### src/rtl/scores_high_score_manager_pkg.sv
// Shared types for the scores high-score manager: score width, FSM encoding
// and default tuning parameters.
package scores_high_score_manager_pkg;

    localparam int SCORE_W                = 16;
    localparam int DEFAULT_MAX_SCORE      = 9999;
    localparam int DEFAULT_TIMEOUT_CYCLES = 100_000_000;

    typedef logic [SCORE_W-1:0] score_t;

    typedef enum logic [2:0] {
        ST_WAIT_SD,
        ST_LOAD,
        ST_READY,
        ST_PLAY,
        ST_COMPARE,
        ST_SAVE
    } state_t;

    // Only READY and PLAY are idle from the game logic's point of view.
    function automatic logic is_busy(state_t s);
        return !(s == ST_READY || s == ST_PLAY);
    endfunction

endpackage

### src/rtl/scores_high_score_manager_if.sv
// Level-held request/finish handshake between the high-score manager (master)
// and the scores SD communicator (slave).
interface scores_high_score_manager_if;
    import scores_high_score_manager_pkg::*;

    logic   SD_HAS_INITIALIZED;
    logic   TO_GET_PREVIOUS_SCORES;
    logic   GET_PREVIOUS_SCORES_FINISH;
    score_t PREVIOUS_SCORES;
    logic   TO_SAVE_SCORES;
    logic   SAVE_SCORES_FINISH;
    score_t SCORES_TO_WRITE;

    modport master (
        input  SD_HAS_INITIALIZED, GET_PREVIOUS_SCORES_FINISH, PREVIOUS_SCORES,
               SAVE_SCORES_FINISH,
        output TO_GET_PREVIOUS_SCORES, TO_SAVE_SCORES, SCORES_TO_WRITE
    );

    modport slave (
        output SD_HAS_INITIALIZED, GET_PREVIOUS_SCORES_FINISH, PREVIOUS_SCORES,
               SAVE_SCORES_FINISH,
        input  TO_GET_PREVIOUS_SCORES, TO_SAVE_SCORES, SCORES_TO_WRITE
    );

endinterface

### src/rtl/scores_timeout_counter.sv
// Cycle counter that flags expiry once it has counted TIMEOUT_CYCLES-1 enabled
// cycles since the last clear; shared by the load and save phases.
module scores_timeout_counter #(
    parameter int TIMEOUT_CYCLES = 100_000_000
) (
    input  logic CLK,
    input  logic RESET,
    input  logic clear,
    input  logic enable,
    output logic expired
);

    localparam int CNT_W = $clog2(TIMEOUT_CYCLES + 1);
    localparam logic [CNT_W-1:0] LAST = CNT_W'(TIMEOUT_CYCLES - 1);

    logic [CNT_W-1:0] count;

    // NOTE: sequential state uses non-blocking assignments so every flop
    // samples pre-edge values regardless of process ordering.
    always_ff @(posedge CLK or posedge RESET) begin
        if (RESET) begin
            count <= '0;
        end else if (clear) begin
            count <= '0;
        end else if (enable && !expired) begin
            count <= count + 1'b1;
        end
    end

    assign expired = (count == LAST);

endmodule

### src/rtl/scores_high_score_manager.sv
// Owns the running score and persistent high score; loads the previous record
// from SD after init and requests a single save when a new record is set.
module scores_high_score_manager
    import scores_high_score_manager_pkg::*;
#(
    parameter int MAX_SCORE      = DEFAULT_MAX_SCORE,
    parameter int TIMEOUT_CYCLES = DEFAULT_TIMEOUT_CYCLES
) (
    input  logic                               CLK,
    input  logic                               RESET,
    scores_high_score_manager_if.master        sd,
    input  logic                               GAME_START,
    input  logic                               SCORE_INC,
    input  logic                               GAME_OVER,
    output score_t                             CURRENT_SCORE,
    output score_t                             HIGH_SCORE,
    output logic                               NEW_RECORD,
    output logic                               BUSY,
    output logic                               LOAD_FAILED,
    output logic                               SAVE_FAILED
);

    localparam score_t MAX_S = score_t'(MAX_SCORE);

    state_t state, state_n;
    logic   to_get_q, to_get_n;
    logic   to_save_q, to_save_n;
    score_t write_q, write_n;
    score_t cur_n, high_n;
    logic   new_rec_n, busy_n, load_failed_n, save_failed_n;
    logic   save_used, save_used_n;
    logic   tmr_clear, tmr_en, tmr_expired;

    scores_timeout_counter #(.TIMEOUT_CYCLES(TIMEOUT_CYCLES)) u_timeout (
        .CLK     (CLK),
        .RESET   (RESET),
        .clear   (tmr_clear),
        .enable  (tmr_en),
        .expired (tmr_expired)
    );

    // The counter runs through WAIT_SD and LOAD back to back, and restarts for SAVE.
    assign tmr_clear = (state == ST_COMPARE);
    assign tmr_en    = (state == ST_WAIT_SD) || (state == ST_LOAD) || (state == ST_SAVE);

    // NOTE: every signal written here gets a default first, so no path can
    // leave one unassigned and infer a latch.
    always_comb begin
        state_n       = state;
        to_get_n      = to_get_q;
        to_save_n     = to_save_q;
        write_n       = write_q;
        cur_n         = CURRENT_SCORE;
        high_n        = HIGH_SCORE;
        new_rec_n     = NEW_RECORD;
        load_failed_n = LOAD_FAILED;
        save_failed_n = SAVE_FAILED;
        save_used_n   = save_used;

        case (state)
            ST_WAIT_SD: begin
                if (tmr_expired) begin
                    high_n        = '0;
                    load_failed_n = 1'b1;
                    state_n       = ST_READY;
                end else if (sd.SD_HAS_INITIALIZED) begin
                    to_get_n = 1'b1;
                    state_n  = ST_LOAD;
                end
            end
            ST_LOAD: begin
                // FINISH takes priority over a coincident timeout.
                if (sd.GET_PREVIOUS_SCORES_FINISH) begin
                    high_n   = (sd.PREVIOUS_SCORES > MAX_S) ? '0 : sd.PREVIOUS_SCORES;
                    to_get_n = 1'b0;
                    state_n  = ST_READY;
                end else if (tmr_expired) begin
                    high_n        = '0;
                    load_failed_n = 1'b1;
                    to_get_n      = 1'b0;
                    state_n       = ST_READY;
                end
            end
            ST_READY: begin
                if (GAME_START) begin
                    cur_n     = '0;
                    new_rec_n = 1'b0;
                    state_n   = ST_PLAY;
                end
            end
            ST_PLAY: begin
                if (SCORE_INC && CURRENT_SCORE < MAX_S) begin
                    cur_n = CURRENT_SCORE + 1'b1;
                end
                if (GAME_OVER) begin
                    state_n = ST_COMPARE;
                end
            end
            ST_COMPARE: begin
                state_n = ST_READY;
                if (CURRENT_SCORE > HIGH_SCORE) begin
                    high_n    = CURRENT_SCORE;
                    new_rec_n = 1'b1;
                    write_n   = CURRENT_SCORE;
                    // The communicator's write path is one-shot per reset.
                    if (!save_used && !LOAD_FAILED) begin
                        to_save_n = 1'b1;
                        state_n   = ST_SAVE;
                    end
                end
            end
            ST_SAVE: begin
                if (sd.SAVE_SCORES_FINISH) begin
                    to_save_n   = 1'b0;
                    save_used_n = 1'b1;
                    state_n     = ST_READY;
                end else if (tmr_expired) begin
                    to_save_n     = 1'b0;
                    save_failed_n = 1'b1;
                    save_used_n   = 1'b1;
                    state_n       = ST_READY;
                end
            end
            default: state_n = ST_WAIT_SD;
        endcase

        busy_n = is_busy(state_n);
    end

    always_ff @(posedge CLK or posedge RESET) begin
        if (RESET) begin
            state         <= ST_WAIT_SD;
            to_get_q      <= 1'b0;
            to_save_q     <= 1'b0;
            write_q       <= '0;
            CURRENT_SCORE <= '0;
            HIGH_SCORE    <= '0;
            NEW_RECORD    <= 1'b0;
            BUSY          <= 1'b1;
            LOAD_FAILED   <= 1'b0;
            SAVE_FAILED   <= 1'b0;
            save_used     <= 1'b0;
        end else begin
            state         <= state_n;
            to_get_q      <= to_get_n;
            to_save_q     <= to_save_n;
            write_q       <= write_n;
            CURRENT_SCORE <= cur_n;
            HIGH_SCORE    <= high_n;
            NEW_RECORD    <= new_rec_n;
            BUSY          <= busy_n;
            LOAD_FAILED   <= load_failed_n;
            SAVE_FAILED   <= save_failed_n;
            save_used     <= save_used_n;
        end
    end

    assign sd.TO_GET_PREVIOUS_SCORES = to_get_q;
    assign sd.TO_SAVE_SCORES         = to_save_q;
    assign sd.SCORES_TO_WRITE        = write_q;

endmodule

### src/flat_wrapper.sv
// flat-port wrapper written by rule: the top's interface ports become plain ports
module scores_high_score_manager_flat import scores_high_score_manager_pkg::*;
#(
    parameter int MAX_SCORE      = DEFAULT_MAX_SCORE,
    parameter int TIMEOUT_CYCLES = DEFAULT_TIMEOUT_CYCLES
)
  (CLK, RESET, GAME_START, SCORE_INC, GAME_OVER, CURRENT_SCORE, HIGH_SCORE, NEW_RECORD, BUSY, LOAD_FAILED, SAVE_FAILED, sd_SD_HAS_INITIALIZED, sd_GET_PREVIOUS_SCORES_FINISH, sd_PREVIOUS_SCORES, sd_SAVE_SCORES_FINISH, sd_TO_GET_PREVIOUS_SCORES, sd_TO_SAVE_SCORES, sd_SCORES_TO_WRITE);
  scores_high_score_manager_if sd_i ();
  input  logic CLK;
  input  logic RESET;
  input  logic GAME_START;
  input  logic SCORE_INC;
  input  logic GAME_OVER;
  output score_t CURRENT_SCORE;
  output score_t HIGH_SCORE;
  output logic NEW_RECORD;
  output logic BUSY;
  output logic LOAD_FAILED;
  output logic SAVE_FAILED;
  input wire logic [$bits(sd_i.SD_HAS_INITIALIZED)-1:0] sd_SD_HAS_INITIALIZED;
  input wire logic [$bits(sd_i.GET_PREVIOUS_SCORES_FINISH)-1:0] sd_GET_PREVIOUS_SCORES_FINISH;
  input wire logic [$bits(sd_i.PREVIOUS_SCORES)-1:0] sd_PREVIOUS_SCORES;
  input wire logic [$bits(sd_i.SAVE_SCORES_FINISH)-1:0] sd_SAVE_SCORES_FINISH;
  output wire logic [$bits(sd_i.TO_GET_PREVIOUS_SCORES)-1:0] sd_TO_GET_PREVIOUS_SCORES;
  output wire logic [$bits(sd_i.TO_SAVE_SCORES)-1:0] sd_TO_SAVE_SCORES;
  output wire logic [$bits(sd_i.SCORES_TO_WRITE)-1:0] sd_SCORES_TO_WRITE;
  assign sd_i.SD_HAS_INITIALIZED = sd_SD_HAS_INITIALIZED;
  assign sd_i.GET_PREVIOUS_SCORES_FINISH = sd_GET_PREVIOUS_SCORES_FINISH;
  assign sd_i.PREVIOUS_SCORES = sd_PREVIOUS_SCORES;
  assign sd_i.SAVE_SCORES_FINISH = sd_SAVE_SCORES_FINISH;
  assign sd_TO_GET_PREVIOUS_SCORES = sd_i.TO_GET_PREVIOUS_SCORES;
  assign sd_TO_SAVE_SCORES = sd_i.TO_SAVE_SCORES;
  assign sd_SCORES_TO_WRITE = sd_i.SCORES_TO_WRITE;
  scores_high_score_manager #(.MAX_SCORE(MAX_SCORE), .TIMEOUT_CYCLES(TIMEOUT_CYCLES)) u_core (.CLK(CLK), .RESET(RESET), .sd(sd_i), .GAME_START(GAME_START), .SCORE_INC(SCORE_INC), .GAME_OVER(GAME_OVER), .CURRENT_SCORE(CURRENT_SCORE), .HIGH_SCORE(HIGH_SCORE), .NEW_RECORD(NEW_RECORD), .BUSY(BUSY), .LOAD_FAILED(LOAD_FAILED), .SAVE_FAILED(SAVE_FAILED));
endmodule
### config.mk
export PLATFORM = sky130hd
export DESIGN_NAME = scores_high_score_manager_flat
export DESIGN_NICKNAME = d
export VERILOG_FILES = /design/src/rtl/scores_high_score_manager_pkg.sv /design/src/rtl/scores_high_score_manager_if.sv /design/src/rtl/scores_timeout_counter.sv /design/src/rtl/scores_high_score_manager.sv /design/src/flat_wrapper.sv
export SDC_FILE = /design/constraint.sdc
export NUM_CORES = 1
export LEC_CHECK = 0
export CORE_MARGIN = 2
export CORE_UTILIZATION = 30
export CTS_BUF_LIST = sky130_fd_sc_hd__clkbuf_4 sky130_fd_sc_hd__clkbuf_8
export CTS_CLUSTER_SIZE = 20
export DETAILED_ROUTE_END_ITERATION = 16
export HOLD_SLACK_MARGIN = 0.05
export PLACE_DENSITY_LB_ADDON = 0.2
export SYNTH_ARGS = -nofsm -noshare
export SYNTH_HDL_FRONTEND = slang
export SYNTH_HIERARCHICAL = 1
export SYNTH_SLANG_ARGS = --single-unit
### constraint.sdc
create_clock -name CLK -period 3.3 [get_ports CLK]
set_input_delay 0.99 -clock CLK [delete_from_list [all_inputs] [get_ports CLK]]
set_output_delay 0.99 -clock CLK [all_outputs]
set_load 0.01 [all_outputs]
Yosys cells after proc, flatten, opt, wreduce, memory -nomap -nowiden

Cells that the tools add are included.

Bitwise operators: 1
Order comparisons: 3
Shift-type cells: 0
$add $sub $neg: 2
Div/mod/pow operators: 0
Eq/ne operators: 17
Multiplexer cells: 37
Multiply operators: 0
Reduce and logical (&&, ||, !) cells: 27

Operators with widths:

| cell                    | number |
|---|---|
| $mux W16                | 6 |
| $mux W27                | 2 |
| $pmux W16 S3            | 1 |
| $pmux W16 S2            | 1 |
| $add A27 B1 Y27 const B | 1 |
| $eq A27 B27 Y1 const B  | 1 |
| $mux W3                 | 9 |
| $pmux W3 S6             | 1 |
| $add A16 B1 Y16 const B | 1 |
| $gt A16 B14 Y1 const B  | 1 |
| $gt A16 B16 Y1          | 1 |
| $lt A16 B14 Y1 const B  | 1 |
| $mux W1                 | 13 |
| $eq A3 B2 Y1 const B    | 4 |
| $ne A2 B2 Y1 const B    | 6 |
| $reduce_bool A2 Y1      | 6 |
| $reduce_and A3 Y1       | 3 |
| $pmux W1 S2             | 4 |
| $reduce_and A2 Y1       | 4 |
| $reduce_and A4 Y1       | 2 |
| $eq A3 B3 Y1 const B    | 2 |
| $ne A3 B3 Y1 const B    | 2 |
| $logic_not A1 Y1        | 4 |
| $eq A3 B1 Y1 const B    | 1 |
| 6 further kinds         | 10 |

Output and inout port bits: 54
Input bits: 24
Register bits: 85
Memories kept: 0
Memory bits (read-only): 0
Logic and storage cells: 99
Bits in latches: 0
Memory bits (writable): 0

Logic depth before layout (Yosys ltp)

Depth after elaboration: 8
Depth in mapped cells: 10
Depth with buffers taken out: 8

By module

Netlist, hierarchy kept.

By module, submodules not included:

| module                    | cells an instance | times used | seq. area each (um^2) | area an instance (um^2) |
|---|---|---|---|---|
| scores_high_score_manager | 300               | 1          | 1452.6                | 3101.7 |
| scores_timeout_counter    | 158               | 1          | 675.6                 | 1497.7 |

Worst setup path before layout

Ideal clock, no wire load.

Path kind: register -> register
Start point: register u_core.u_timeout.count[0]
End point: register u_core.HIGH_SCORE[0]
Path slack: 0.989 ns
Library setup time: 0.130 ns
Path buffers: 2
Cell stages (with the launch flop): 11
Data required time: 3.170 ns
Clock period less this slack: 2.311 ns
Arrival time: 2.181 ns
Cell sequence: dfrtp_1 ha_1 nand3_1 or4_4 nor2_1 clkbuf_1 a21oi_1 nor3_1 a31oi_1 clkbuf_1 o2bb2ai_1

Cells in the longest elaborated chain, start to end: 4

Ends and longest elaborated chain:

| what                     | RTL line                         | text |
|---|---|---|
| start: declaration       | scores_timeout_counter.sv:16     | `logic [CNT_W-1:0] count;` |
| start signal: assignment | scores_timeout_counter.sv:26     | `count <= count + 1'b1;` |
| $eq A27 B27 Y1 (*)       | scores_timeout_counter.sv:30     | `assign expired = (count == LAST);` |
| via u_core.tmr_expired   | scores_high_score_manager.sv:32  | `logic tmr_clear, tmr_en, tmr_expired;` |
| $mux W16 (*)             | -                                |  |
| $mux W16                 | -                                |  |
| $pmux W16 S3 (*)         | -                                |  |
| end signal: assignment   | scores_high_score_manager.sv:149 | `HIGH_SCORE <= high_n;` |
| end: declaration         | scores_high_score_manager.sv:16  | `output score_t HIGH_SCORE,` |

The timed path passes the listed nets; every way through them passes the cells marked *.
A chain may end at the register's enable or synchronous reset.

Worst setup path after layout

Start point: register u_core.CURRENT_SCORE[15]
End point: register u_core.state[2]

Cells in the longest elaborated chain, start to end: 3

Ends and longest elaborated chain:

| what                     | RTL line                         | text |
|---|---|---|
| start: declaration       | scores_high_score_manager.sv:15  | `output score_t CURRENT_SCORE,` |
| start signal: assignment | scores_high_score_manager.sv:148 | `CURRENT_SCORE <= cur_n;` |
| $gt A16 B16 Y1           | scores_high_score_manager.sv:101 | `if (CURRENT_SCORE > HIGH_SCORE) begin` |
| $mux W3                  | scores_high_score_manager.sv:101 |  |
| $pmux W3 S6              | scores_high_score_manager.sv:60  | `case (state)` |
| via u_core.state_n[2]    | scores_high_score_manager.sv:25  | `state_t state, state_n;` |
| end signal: assignment   | scores_high_score_manager.sv:144 | `state <= state_n;` |
| end: declaration         | scores_high_score_manager.sv:25  |  |

The timed path passes the listed nets, and every way through them passes these cells.

==> impl_metrics.toml <==
[yosys]
yosys-top-cells-count = "84 x dfrtp_1, 46 x nor2_1, 42 x nand2_1"
ys_seq_area_share_pct = 46.3
syn_inst = 458
synth_top_cell_area_share_pct = 45.7
synth_fp_nets = 500
synth_warnings = 6
synth_largest_area_cell = "dfrtp_1"
netlist_area_um2 = 4600
async_flop_share_pct = 100
synth.area.top_cells = "dfrtp_1 46%, ha_1 4.9%, mux2_2 3.9%, nor2_1 3.8%, nand2_1 3.4%"
syn_area_per_cell_um2 = 10.0
yosysMostFrequentCell = "dfrtp_1"
synth_flop_cell = "dfrtp_1"
synth.distinct_cells = 63
synth-edff-count = 0
ys_seq_elements = 85

[global_routing]
first_global_vias = 3781
globalRouteTotalUtil_pct = 15.7
antenna_found_initial = 0
grt_pass1_wl_um = 19900
overflow = 0
grt_max_degree = 28

[placement]
place_worst_setup_slack_ns = 0.375
place_congestion = 0.778
hpwl_um = 8870
placed_cell_area_um2 = 5650
port_buffers = 77

[detailed_routing]
first_pass_iters = 4
drc = 0
drt-initial-drc-count = 281
vias = 3766
wl_per_cell_um = 16.6
avgViaCountPerCell = 5.12
drt-total-wl_um = 12200
drtAntennaViolNets = 0

[sta]
relSlewSlack_pct = 62.1
hold_viol = 0
period_needed_ns = 2.73
tightest_slew_ns = 0.567
rsz0062_at_grt = "false"
finalSetupTns_ns = 0
setup_ws_ns = 0.569
drv_slew = 0
setup_violations = 0
fin_skew_ns = 0.0125
final.period_utilization_pct = 82.8
whs_ns = 0.474
fmaxAchievable_mhz = 366

[pwr]
p_total_w = 0.00338
powerDensity_nw_per_um2 = 580
leakagePower_nw = 2.50
ir_drop_v = 0.000280

[min_path]
hp-start = "u_core/SAVE_FAILED"
hp-class = "reg -> reg"

[setup_path]
r2r-start = "u_core/CURRENT_SCORE[15]"
cp-startpoint = "u_core/CURRENT_SCORE[15]"
end_kind = "register"
crit_arrival_ns = 2.97
r2r_slack_ns = 0.57
timing_worst_setup_path_type = "reg -> reg"
crit_fanout = 22
crit_path_start_kind = "register"
crit_required_ns = 3.54

[die]
die-area_um2 = 16300
rows = 45
core_area_um2 = 15100
start_util_pct = 30.5
die_y_um = 128
io_pins = 78
fp.dieW_um = 128

[finish]
num_antenna_cells = 0
final_nets = 586
synthToLayoutAreaGrowth_pct = 26.6
final_area_um2 = 5820
final_layout_size_suffix_gt1_share_pct = 13.5

[outcome]
status = "complete, no violations"

[clock_network]
h-tree-depth = 3
clock_latency_ns = 0.37
cts_resized = 0
clkTransAtPathRegs_ns = 0.09
cts_setup_buffers = 0
cts_sinks = 85
cts_tree = "built"
clk_path_buf_depth = 2
cts_root_buffer = "clkbuf_8"
numCtsBuffers = 9
cts_hold_buf = 0

[job]
drv_cap = 0
## worst paths after layout
kind | end | cells past startpoint
min | u_core/SAVE_FAILED | 1
max reg2reg | u_core/state[2] | 8
min in group asynchronous | u_core/CURRENT_SCORE[11] | 2
max | u_core/state[2] | 8
min reg2reg | u_core/SAVE_FAILED | 1
max in group asynchronous | u_core/BUSY | 3
## sequential cells by signal, indices dropped and copies added, names as in the netlist
signal                            flops
u_core/sd.TO_SAVE_SCORES              1
u_core/sd.TO_GET_PREVIOUS_SCORES      1
u_core/NEW_RECORD                     1
u_core/LOAD_FAILED                    1
u_core/SAVE_FAILED                    1
u_core/u_timeout/count               27
u_core/CURRENT_SCORE                 16
u_core/sd.SCORES_TO_WRITE            16
u_core/BUSY                           1
u_core/HIGH_SCORE                    16
u_core/state                          3
u_core/save_used                      1
## logic make-up after synthesis
family | share of synthesized area (%)
buffers and inverters | 4.24
AO/OA/AOI/OAI | 14.3
adder cells (fa/ha/maj) | 4.90
XOR/XNOR | 4.76
multiplexers | 4.13
flip-flops | 46.3
AND/OR/NAND/NOR | 21.4
## placed cells by master, fill, tap and decap left out, types with 2 or more instances in the layout
cell type        instances
o21ai_1                  3
xor2_1                  11
nand3_1                 13
dfrtp_1                 84
nor3_2                   4
a22oi_1                 14
clkinv_2                 2
nand4_2                  2
nand2_1                 42
ha_1                    18
nor3b_1                  2
a21oi_2                  3
o2bb2ai_1               14
o311ai_0                 2
and2_1                   3
o21ai_0                 17
a21oi_1                 17
nor2_1                  46
or4_1                    9
a31oi_1                  3
a2bb2o_1                 2
a31o_2                   2
clkdlybuf4s50_1         77
nor2b_1                  6
nand4_1                 10
mux2_2                  16
clkbuf_8                10
xnor2_1                 14
nand2b_1                 2
buf_4                   17
inv_1                   26
nor4_1                   2
and4_1                   3
clkinvlp_4               2
o31ai_1                  5
and3_1                   5
nor3_1                   9
or3_1                    2
## power breakdown
group / switching (W) / internal (W)
Sequential: 0.000197 / 0.00120
Clock: 0.000385 / 0.000296
Combinational: 0.000748 / 0.000554
## area by class of cell
type / instances / area [um^2]
well taps: 188 / 235
clock buffers: 11 / 145
flip-flops and latches: 85 / 2130
fillers: 1501 / 9270
inverters: 27 / 101
repair buffers: 94 / 898
clock inverters: 4 / 25.0
multi-input cells: 327 / 2290
## through the flow
step	cells	utilization, %
final	736	38.6
after global routing	736	38.6
after CTS	736	38.6
after detailed placement	721	37.5
after global placement	721	37.5
after floorplan	458	-
## routing by layer
| layer | vias up | global-route usage (%) | wire length [um] |
|---|---|---|---|
| met5 | - | 0 | 0 |
| met2 | 79 | 25.3 | 5800 |
| met4 | 0 | 6.53 | 248 |
| li1 | 1813 | - | - |
| met3 | 17 | 3.46 | 544 |
| met1 | 1857 | 20.5 | 5610 |
## critical path, stage by stage (launching register included)
cell      delay [ns]
dfrtp_1         0.43
ha_1            0.34
nand4_1         0.18
nor4_1          0.56
o21ai_0         0.20
nand3_1         0.20
nand3_1         0.10
buf_4           0.24
o311ai_0        0.34
No activity file was read; power rests on OpenSTA's default activity.
